--- src/rtl/mx_block_serializer.sv ---
// Width converter for MXINT streams: takes one IN_SIZE-mantissa block per handshake
// and replays it as IN_SIZE/OUT_SIZE beats of OUT_SIZE mantissas with the shared exponent.
module mx_block_serializer #(
  parameter int unsigned MAN_WIDTH = 8,
  parameter int unsigned EXP_WIDTH = 8,
  parameter int unsigned IN_SIZE   = 8,
  parameter int unsigned OUT_SIZE  = 2
) (
  input  logic                 clk,
  input  logic                 rst,
  input  logic [MAN_WIDTH-1:0] mdata_in [IN_SIZE],
  input  logic [EXP_WIDTH-1:0] edata_in,
  input  logic                 data_in_valid,
  output logic                 data_in_ready,
  output logic [MAN_WIDTH-1:0] mdata_out [OUT_SIZE],
  output logic [EXP_WIDTH-1:0] edata_out,
  output logic                 data_out_valid,
  input  logic                 data_out_ready,
  output logic                 data_out_last
);

  localparam int unsigned NUM_BEATS = IN_SIZE / OUT_SIZE;
  localparam int unsigned CNT_W     = (NUM_BEATS > 1) ? $clog2(NUM_BEATS) : 1;
  localparam int unsigned IDX_W     = (IN_SIZE > 1) ? $clog2(IN_SIZE) : 1;
  localparam logic [CNT_W-1:0] LAST_CNT = CNT_W'(NUM_BEATS - 1);

  if ((OUT_SIZE == 0) || ((IN_SIZE % OUT_SIZE) != 0)) begin : g_bad_size
    $error("mx_block_serializer: IN_SIZE must be a nonzero multiple of OUT_SIZE");
  end

  logic                 busy;
  logic [CNT_W-1:0]     cnt;
  logic [MAN_WIDTH-1:0] hold_m [IN_SIZE];
  logic [EXP_WIDTH-1:0] hold_e;

  logic last_beat;
  logic in_hs;
  logic out_hs;

  assign last_beat     = busy && (cnt == LAST_CNT);
  assign out_hs        = busy && data_out_ready;
  // Ready looks through to data_out_ready so a new block can load on the
  // cycle the last beat leaves, giving one beat per cycle without a bubble.
  assign data_in_ready = !busy || (last_beat && data_out_ready);
  assign in_hs         = data_in_valid && data_in_ready;

  always_ff @(posedge clk or posedge rst) begin
    if (rst) begin
      busy   <= 1'b0;
      cnt    <= '0;
      hold_e <= '0;
      for (int unsigned i = 0; i < IN_SIZE; i++) begin
        hold_m[i] <= '0;
      end
    end else if (in_hs) begin
      busy   <= 1'b1;
      cnt    <= '0;
      hold_e <= edata_in;
      for (int unsigned i = 0; i < IN_SIZE; i++) begin
        hold_m[i] <= mdata_in[i];
      end
    end else if (out_hs) begin
      if (last_beat) begin
        busy <= 1'b0;
        cnt  <= '0;
      end else begin
        cnt <= cnt + 1'b1;
      end
    end
  end

  always_comb begin
    for (int unsigned j = 0; j < OUT_SIZE; j++) begin
      mdata_out[j] = '0;
      if (busy) begin
        mdata_out[j] = hold_m[IDX_W'(32'(cnt) * OUT_SIZE + j)];
      end
    end
    edata_out      = busy ? hold_e : '0;
    data_out_valid = busy;
    data_out_last  = last_beat;
  end

endmodule

--- config.mk ---
export PLATFORM = sky130hd
export DESIGN_NAME = mx_block_serializer
export DESIGN_NICKNAME = d
export VERILOG_FILES = /design/src/rtl/mx_block_serializer.sv
export SDC_FILE = /design/constraint.sdc
export NUM_CORES = 1
export LEC_CHECK = 0
export CORE_MARGIN = 5
export CORE_UTILIZATION = 52
export CTS_CLUSTER_SIZE = 14
export DETAILED_ROUTE_END_ITERATION = 10
export PLACE_DENSITY = 0.84
export SKIP_LAST_GASP = 1
export SYNTH_ARGS = -nofsm -noshare
export SYNTH_HDL_FRONTEND = slang
export SYNTH_SLANG_ARGS = --single-unit
--- constraint.sdc ---
create_clock -name clk -period 3.98 [get_ports clk]
set_input_delay 0.597 -clock clk [delete_from_list [all_inputs] [get_ports clk]]
set_output_delay 0.597 -clock clk [all_outputs]
set_load 0.01 [all_outputs]
==> impl_metrics.ini, run 1 <==
[placement]
dp_cells = 421
dp_slack_ns = 1.37
post-dp-hpwl_um = 5550
finalWeightedCongestion = 0.817
io_buffers = 102
post_dp_cell_area_um2 = 4710

[die]
core.rowCount = 30
start_util_pct = 54.2
dieArea_um2 = 8960
dieWidth_um = 94.7
ios = 103
core-area_um2 = 6870
die_h_um = 94.7

[grt]
grt_pass1_vias = 2415
grt_overflow = 0
grt_pass1_wl_um = 12500
antenna_found_initial = 0
grt_use_total_pct = 18.2
grt_max_degree = 73

[cts]
clock_sinks = 75
postCtsSetupRepairBufs = 0
htreeDepth = 3
cts_made_buffers = 9
worst_skew_pair.late_latency_ns = 0.33
max-clock-path-buffers = 2
cts_tree = yes
post_cts_resized = 0
path_clk_slew_ns = 0.07
root_buffer = clkbuf_8
ctsHoldBuffers = 0

[logic_synthesis]
synth-seq-cells = 75
synth_area_um2 = 3730
ys_seq_area_share_pct = 50.4
syn_inst = 235
ys_warn_count = 0
avgSynthCellArea_um2 = 15.9
yosysUniqueCellTypes = 20
synth_nets = 312

[finish]
final_nets = 413
drive_gt1_share_pct = 27.9
syn_to_final_growth_pct = 31.7
design_area_um2 = 4910
fin_cells = 436
n_antenna_cell = 0

[pwr]
p_per_area_nw_per_um2 = 795
cellLeakagePower_nw = 2.32
peakVddDrop_v = 0.000344

[sta]
setup_slack_ns = 1.02
fin_tns_setup_ns = 0
relSlewSlack_pct = 44.5
report.final.slew_viol_count = 0
clock_skew_ns = 0.0129
max_freq_mhz = 338
period_minus_slack_ns = 2.96
grt_setup_unrepaired = no
setup_violations = 0
fin_hold_ws_ns = 0.503
tightest_slew_ns = 0.831
fin_crit_sh_pct = 74.4
finalHoldViolCount = 0

[run]
drv_cap = 0

[drt]
drt-initial-drc-count = 80
dr.pass1.iters = 4
vias_per_cell = 5.12
routed_wl_um = 7770
post_drt_wl_per_cell_um = 17.8
drc = 0
ant_nets = 0
via_count = 2231

[hold_path]
hp-start = hold_e[4]
hold_path.class = flip-flop to flip-flop
min_path_cells = 1
holdPathEnd = hold_e[4]

[setup_path]
path_max_fanout = 17
reg2reg_to = hold_m[62]
r2r-start = cnt[1]
endpoint_kind = output pin
regToRegSetupSlack_ns = 1.66
reg2reg_depth = 4
crit_arrival_ns = 2.36
timing_worst_setup_path_type = flip-flop to output pin
crit_required_ns = 3.38
cp-start-kind = flip-flop

[run_status]
status = finished clean
## power by group
group	total (mW)	switching [mW]	internal, mW
registers	1.43	0.285	1.15
clock network	0.569	0.265	0.304
logic	1.90	0.657	1.24
total	3.90	1.21	2.69
## logic make-up after synthesis
| kind of cell | Yosys count | synth area share [%] |
|---|---|---|
| AOI/OAI and AO/OA | 21 | 3.73 |
| adders and majority gates | 1 | 0.336 |
| buffers and inverters | 17 | 4.94 |
| DFF | 75 | 50.4 |
| muxes | 104 | 37.4 |
| and+or+nand+nor | 17 | 3.22 |
## flip-flops by register name, summed over array words and instances (netlist names)
| register | flops |
|---|---|
| cnt | 2 |
| data_out_valid | 1 |
| hold_m | 64 |
| hold_e | 8 |
## Yosys cell counts
cell      instances  area [um2]
a21bo_4           1        16.3
a21oi_1           2        10.0
a31oi_1           2        12.5
and2_1            8        50.1
and2_2            1        7.51
buf_12            7         140
buf_2             5        25.0
clkbuf_1          3        11.3
dfrtp_1          75        1880
ha_1              1        12.5
inv_1             2        7.51
mux2_2            2        22.5
mux2_4           70        1050
mux2i_1          32         320
nand2_1           2        7.51
nand2_8           1        20.0
nand2b_1          3        18.8
nand3b_1          1        7.51
o22ai_1          16         100
or3b_2            1        8.76
## cell type report
class                      instances  area (um2)
sequential                        75        1880
timing repair buffer             105        1040
clock buffer                      11         141
tap                               96         120
inverter                           2        7.51
multi-input combinational        143        1670
fill                             464        1960
clock inverter                     4        51.3
## worst max-delay path, stage by stage, from the launching register on
cell and delay [ns]:
dfrtp_1 0.62, nand2b_1 0.46, o22ai_1 0.35, clkdlybuf4s50_1 0.60
## worst max path at each step
stage / slack (ns) / endpoint / depth (start not counted) / start
2_1_floorplan: 1.47 / cnt[0] / 1 / rst
3_3_place_gp: 1.41 / mdata_out[9] / 4 / cnt[1]
3_5_place_dp: 1.37 / mdata_out[10] / 3 / data_out_valid
4_1_cts: 1.01 / mdata_out[10] / 3 / data_out_valid
5_1_grt: 0.81 / mdata_out[10] / 3 / data_out_valid
6_report: 1.02 / mdata_out[10] / 3 / data_out_valid
## cell usage in the layout, fill, tap and decap left out, types with 2 or more instances in the layout
cell	instances
clkdlybuf4s50_1	102
dfrtp_1	74
mux2_4	70
mux2i_1	32
o22ai_1	16
clkbuf_8	10
and2_1	8
nand2b_1	3
buf_4	3
nand2_1	2
a21oi_1	2
a31oi_1	2
mux2_2	2
## through the flow
| stage | power [mW] | util [%] |
|---|---|---|
| final | 3.90 | 71.4 |
| after global routing | 4.13 | 71.4 |
| after CTS | 3.93 | 71.4 |
| after detailed placement | 3.34 | 68.6 |
| after global placement | 3.31 | 68.6 |
| after floorplan | 2.67 | - |
## metal layers
metal | GRT usage [%] | up-vias | share of wire [%]
li1 | - | 1050 | -
met1 | 25.9 | 1111 | 47
met2 | 27.9 | 56 | 47
met3 | 2.63 | 14 | 3.6
met4 | 7.57 | 0 | 2.5
met5 | 0 | - | 0
Power figures use the tool's default switching activity.
==> run 2, diff against run 1 <==
--- a/config.mk
+++ b/config.mk
@@ -6,10 +6,10 @@
 export NUM_CORES = 1
 export LEC_CHECK = 0
 export CORE_MARGIN = 5
-export CORE_UTILIZATION = 52
+export CORE_UTILIZATION = 44
 export CTS_CLUSTER_SIZE = 14
 export DETAILED_ROUTE_END_ITERATION = 10
-export PLACE_DENSITY = 0.84
+export PLACE_DENSITY = 0.75
 export SKIP_LAST_GASP = 1
 export SYNTH_ARGS = -nofsm -noshare
 export SYNTH_HDL_FRONTEND = slang
==> constraint.sdc (replaced) <==
create_clock -name clk -period 2.4 [get_ports clk]
set_input_delay 0.36 -clock clk [delete_from_list [all_inputs] [get_ports clk]]
set_output_delay 0.36 -clock clk [all_outputs]
set_load 0.01 [all_outputs]
==> run 2 against run 1 <==
Sequential share of layout area down 1.2 points. Clock-buffer cell count is the same. Utilization down 9.8 points. Clock power increased by 81%. Die area up 16%. First-iteration DRC count is 3.8% lower. Critical path type unchanged. Setup slack lost 0.91 ns. Power up 72%.
==> impl_metrics.ini, run 2 (synthesis results as in run 1) <==
[sta]
fin_crit_sh_pct = 95.4
tightest_slew_ns = 0.410
fin_hold_ws_ns = 0.389
clock_skew_ns = 0.00930
report.final.slew_viol_count = 0
grt_setup_unrepaired = no
fin_tns_setup_ns = 0
relSlewSlack_pct = 72.7
setup_violations = 0
max_freq_mhz = 437
setup_slack_ns = 0.110
finalHoldViolCount = 0
period_minus_slack_ns = 2.29

[setup_path]
crit_required_ns = 2.04
crit_slowest_cell = clkdlybuf4s50_1
regToRegSetupSlack_ns = 0.38
critical-path-top-delay-family = buffers and inverters
crit_chain = nand2b_1, buf_4, o22ai_1, clkdlybuf4s50_1
reg2reg_to = hold_m[16]
crit_arrival_ns = 1.93
crit_buf_inv = 2
endpoint_kind = output pin
path_max_fanout = 6
timing_worst_setup_path_type = flip-flop to output pin
r2r-start = cnt[1]
slowest_delay_ns = 0.57
reg2reg_depth = 6
cp-start-kind = flip-flop

[grt]
grt_overflow = 0
gr-usage-met2_pct = 25.2
grtUsageMet3_pct = 3.41
met1_usage_pct = 21.7
grt_pass1_vias = 2435
grt_use_total_pct = 16.1
busiest_layer = met2
antenna_found_initial = 0
grt_max_degree = 76
grt_pass1_wl_um = 12800

[drt]
ant_nets = 0
drt-initial-drc-count = 77
dr.pass1.iters = 4
vias_per_cell = 4.90
post_drt_wl_per_cell_um = 17.9
via_count = 2220
drc = 0
routed_wl_um = 8110

[finish]
most-common-layout-cells = clkdlybuf4s50_1 (102), dfrtp_1 (74), mux2_4 (70)
final_nets = 421
drive_gt1_share_pct = 29.6
final_common_cell = clkdlybuf4s50_1
n_antenna_cell = 0
design_area_um2 = 5060
syn_to_final_growth_pct = 35.9
largest_reg_flops = 64
top_register = hold_m
fin_util_pct = 61.6
nFillCells = 649
top_regs = hold_m: 64 flops, hold_e: 8 flops, cnt: 2 flops

[cts]
root_buffer = clkbuf_8
ctsHoldBuffers = 0
max-clock-path-buffers = 2
postCtsSetupRepairBufs = 0
path_clk_slew_ns = 0.08
cts_made_buffers = 9
clock_sinks = 75
worst_skew_pair.late_latency_ns = 0.34
cts_tree = yes
htreeDepth = 3

[die]
ios = 103
dieArea_um2 = 10400
dieWidth_um = 102
start_util_pct = 45.3
core.rowCount = 33
core-area_um2 = 8220
die_h_um = 102

[pwr]
cellLeakagePower_nw = 2.39
pwr-share-comb_pct = 50.7
p_sw_share_pct = 30.8
pwr-share-clk_pct = 15.4
switching_power_mw = 2.06
peakVddDrop_v = 0.000632
p_per_area_nw_per_um2 = 1320
p_int_mw = 4.64
seqPwrFrac_pct = 33.9

[placement]
io_buffers = 102
dp_slack_ns = 0.325
post_dp_cell_area_um2 = 4850
finalWeightedCongestion = 0.813
post-dp-hpwl_um = 5960

[run_status]
status = finished clean

[hold_path]
hold_path.class = primary input to asynchronous set/reset pin

[run]
drv_cap = 0
[run 2: layout make-up]
cell class	count	area [um2]	area share [%]
Clock buffer	11	131	2.60
Inverter	2	7.51	0.148
Tap cell	105	131	2.60
Timing Repair Buffer	113	1170	23.1
Sequential cell	75	1880	37.1
Multi-Input combinational cell	143	1670	32.9
Clock inverter	4	76.3	1.51
[run 2: worst max path at each step]
| stage | from | to | slack [ns] | cells after the start |
|---|---|---|---|---|
| 5_1_grt | cnt[0] | mdata_out[12] | 0.02 | 4 |
| 4_1_cts | cnt[1] | data_in_ready | 0.03 | 4 |
| 3_5_place_dp | cnt[0] | mdata_out[12] | 0.32 | 3 |
| 6_report | cnt[0] | mdata_out[12] | 0.11 | 4 |
| 2_1_floorplan | rst | cnt[0] | 0.13 | 1 |
| 3_3_place_gp | cnt[1] | hold_m[48] | 0.36 | 6 |
[run 2: power groups by stage]
stage	clock (mW)	combinational, mW	sequential (mW)
after floorplan	0	2.26	2.17
after global placement	0	3.38	2.26
after detailed placement	0	3.42	2.29
after CTS	1.06	3.43	2.28
after global routing	1.12	3.59	2.36
final	1.03	3.40	2.27
[run 2: repair_timing]
| item | CTS | global route |
|---|---|---|
| resized for setup | 1 | 1 |
| pin swaps | 0 | 0 |
| gates cloned | 0 | 0 |
| setup endpoints to repair | 6 | 1 |
[run 2: routing by layer]
layer | wire length, um | up-vias
li1 | - | 1066
met1 | 3690 | 1093
met2 | 3950 | 48
met3 | 318 | 13
met4 | 148 | 0
met5 | 0 | -
[run 2: worst min-delay path: stages]
cell,delay [ns]
clkdlybuf4s50_1,0.41
inv_2,0.07
buf_12,0.30
[run 2: per-stage QoR]
step | total power, mW | cells
2_1_floorplan | 4.43 | 235
3_3_place_gp | 5.63 | 438
3_5_place_dp | 5.70 | 438
4_1_cts | 6.77 | 453
5_1_grt | 7.07 | 453
6_report | 6.70 | 453
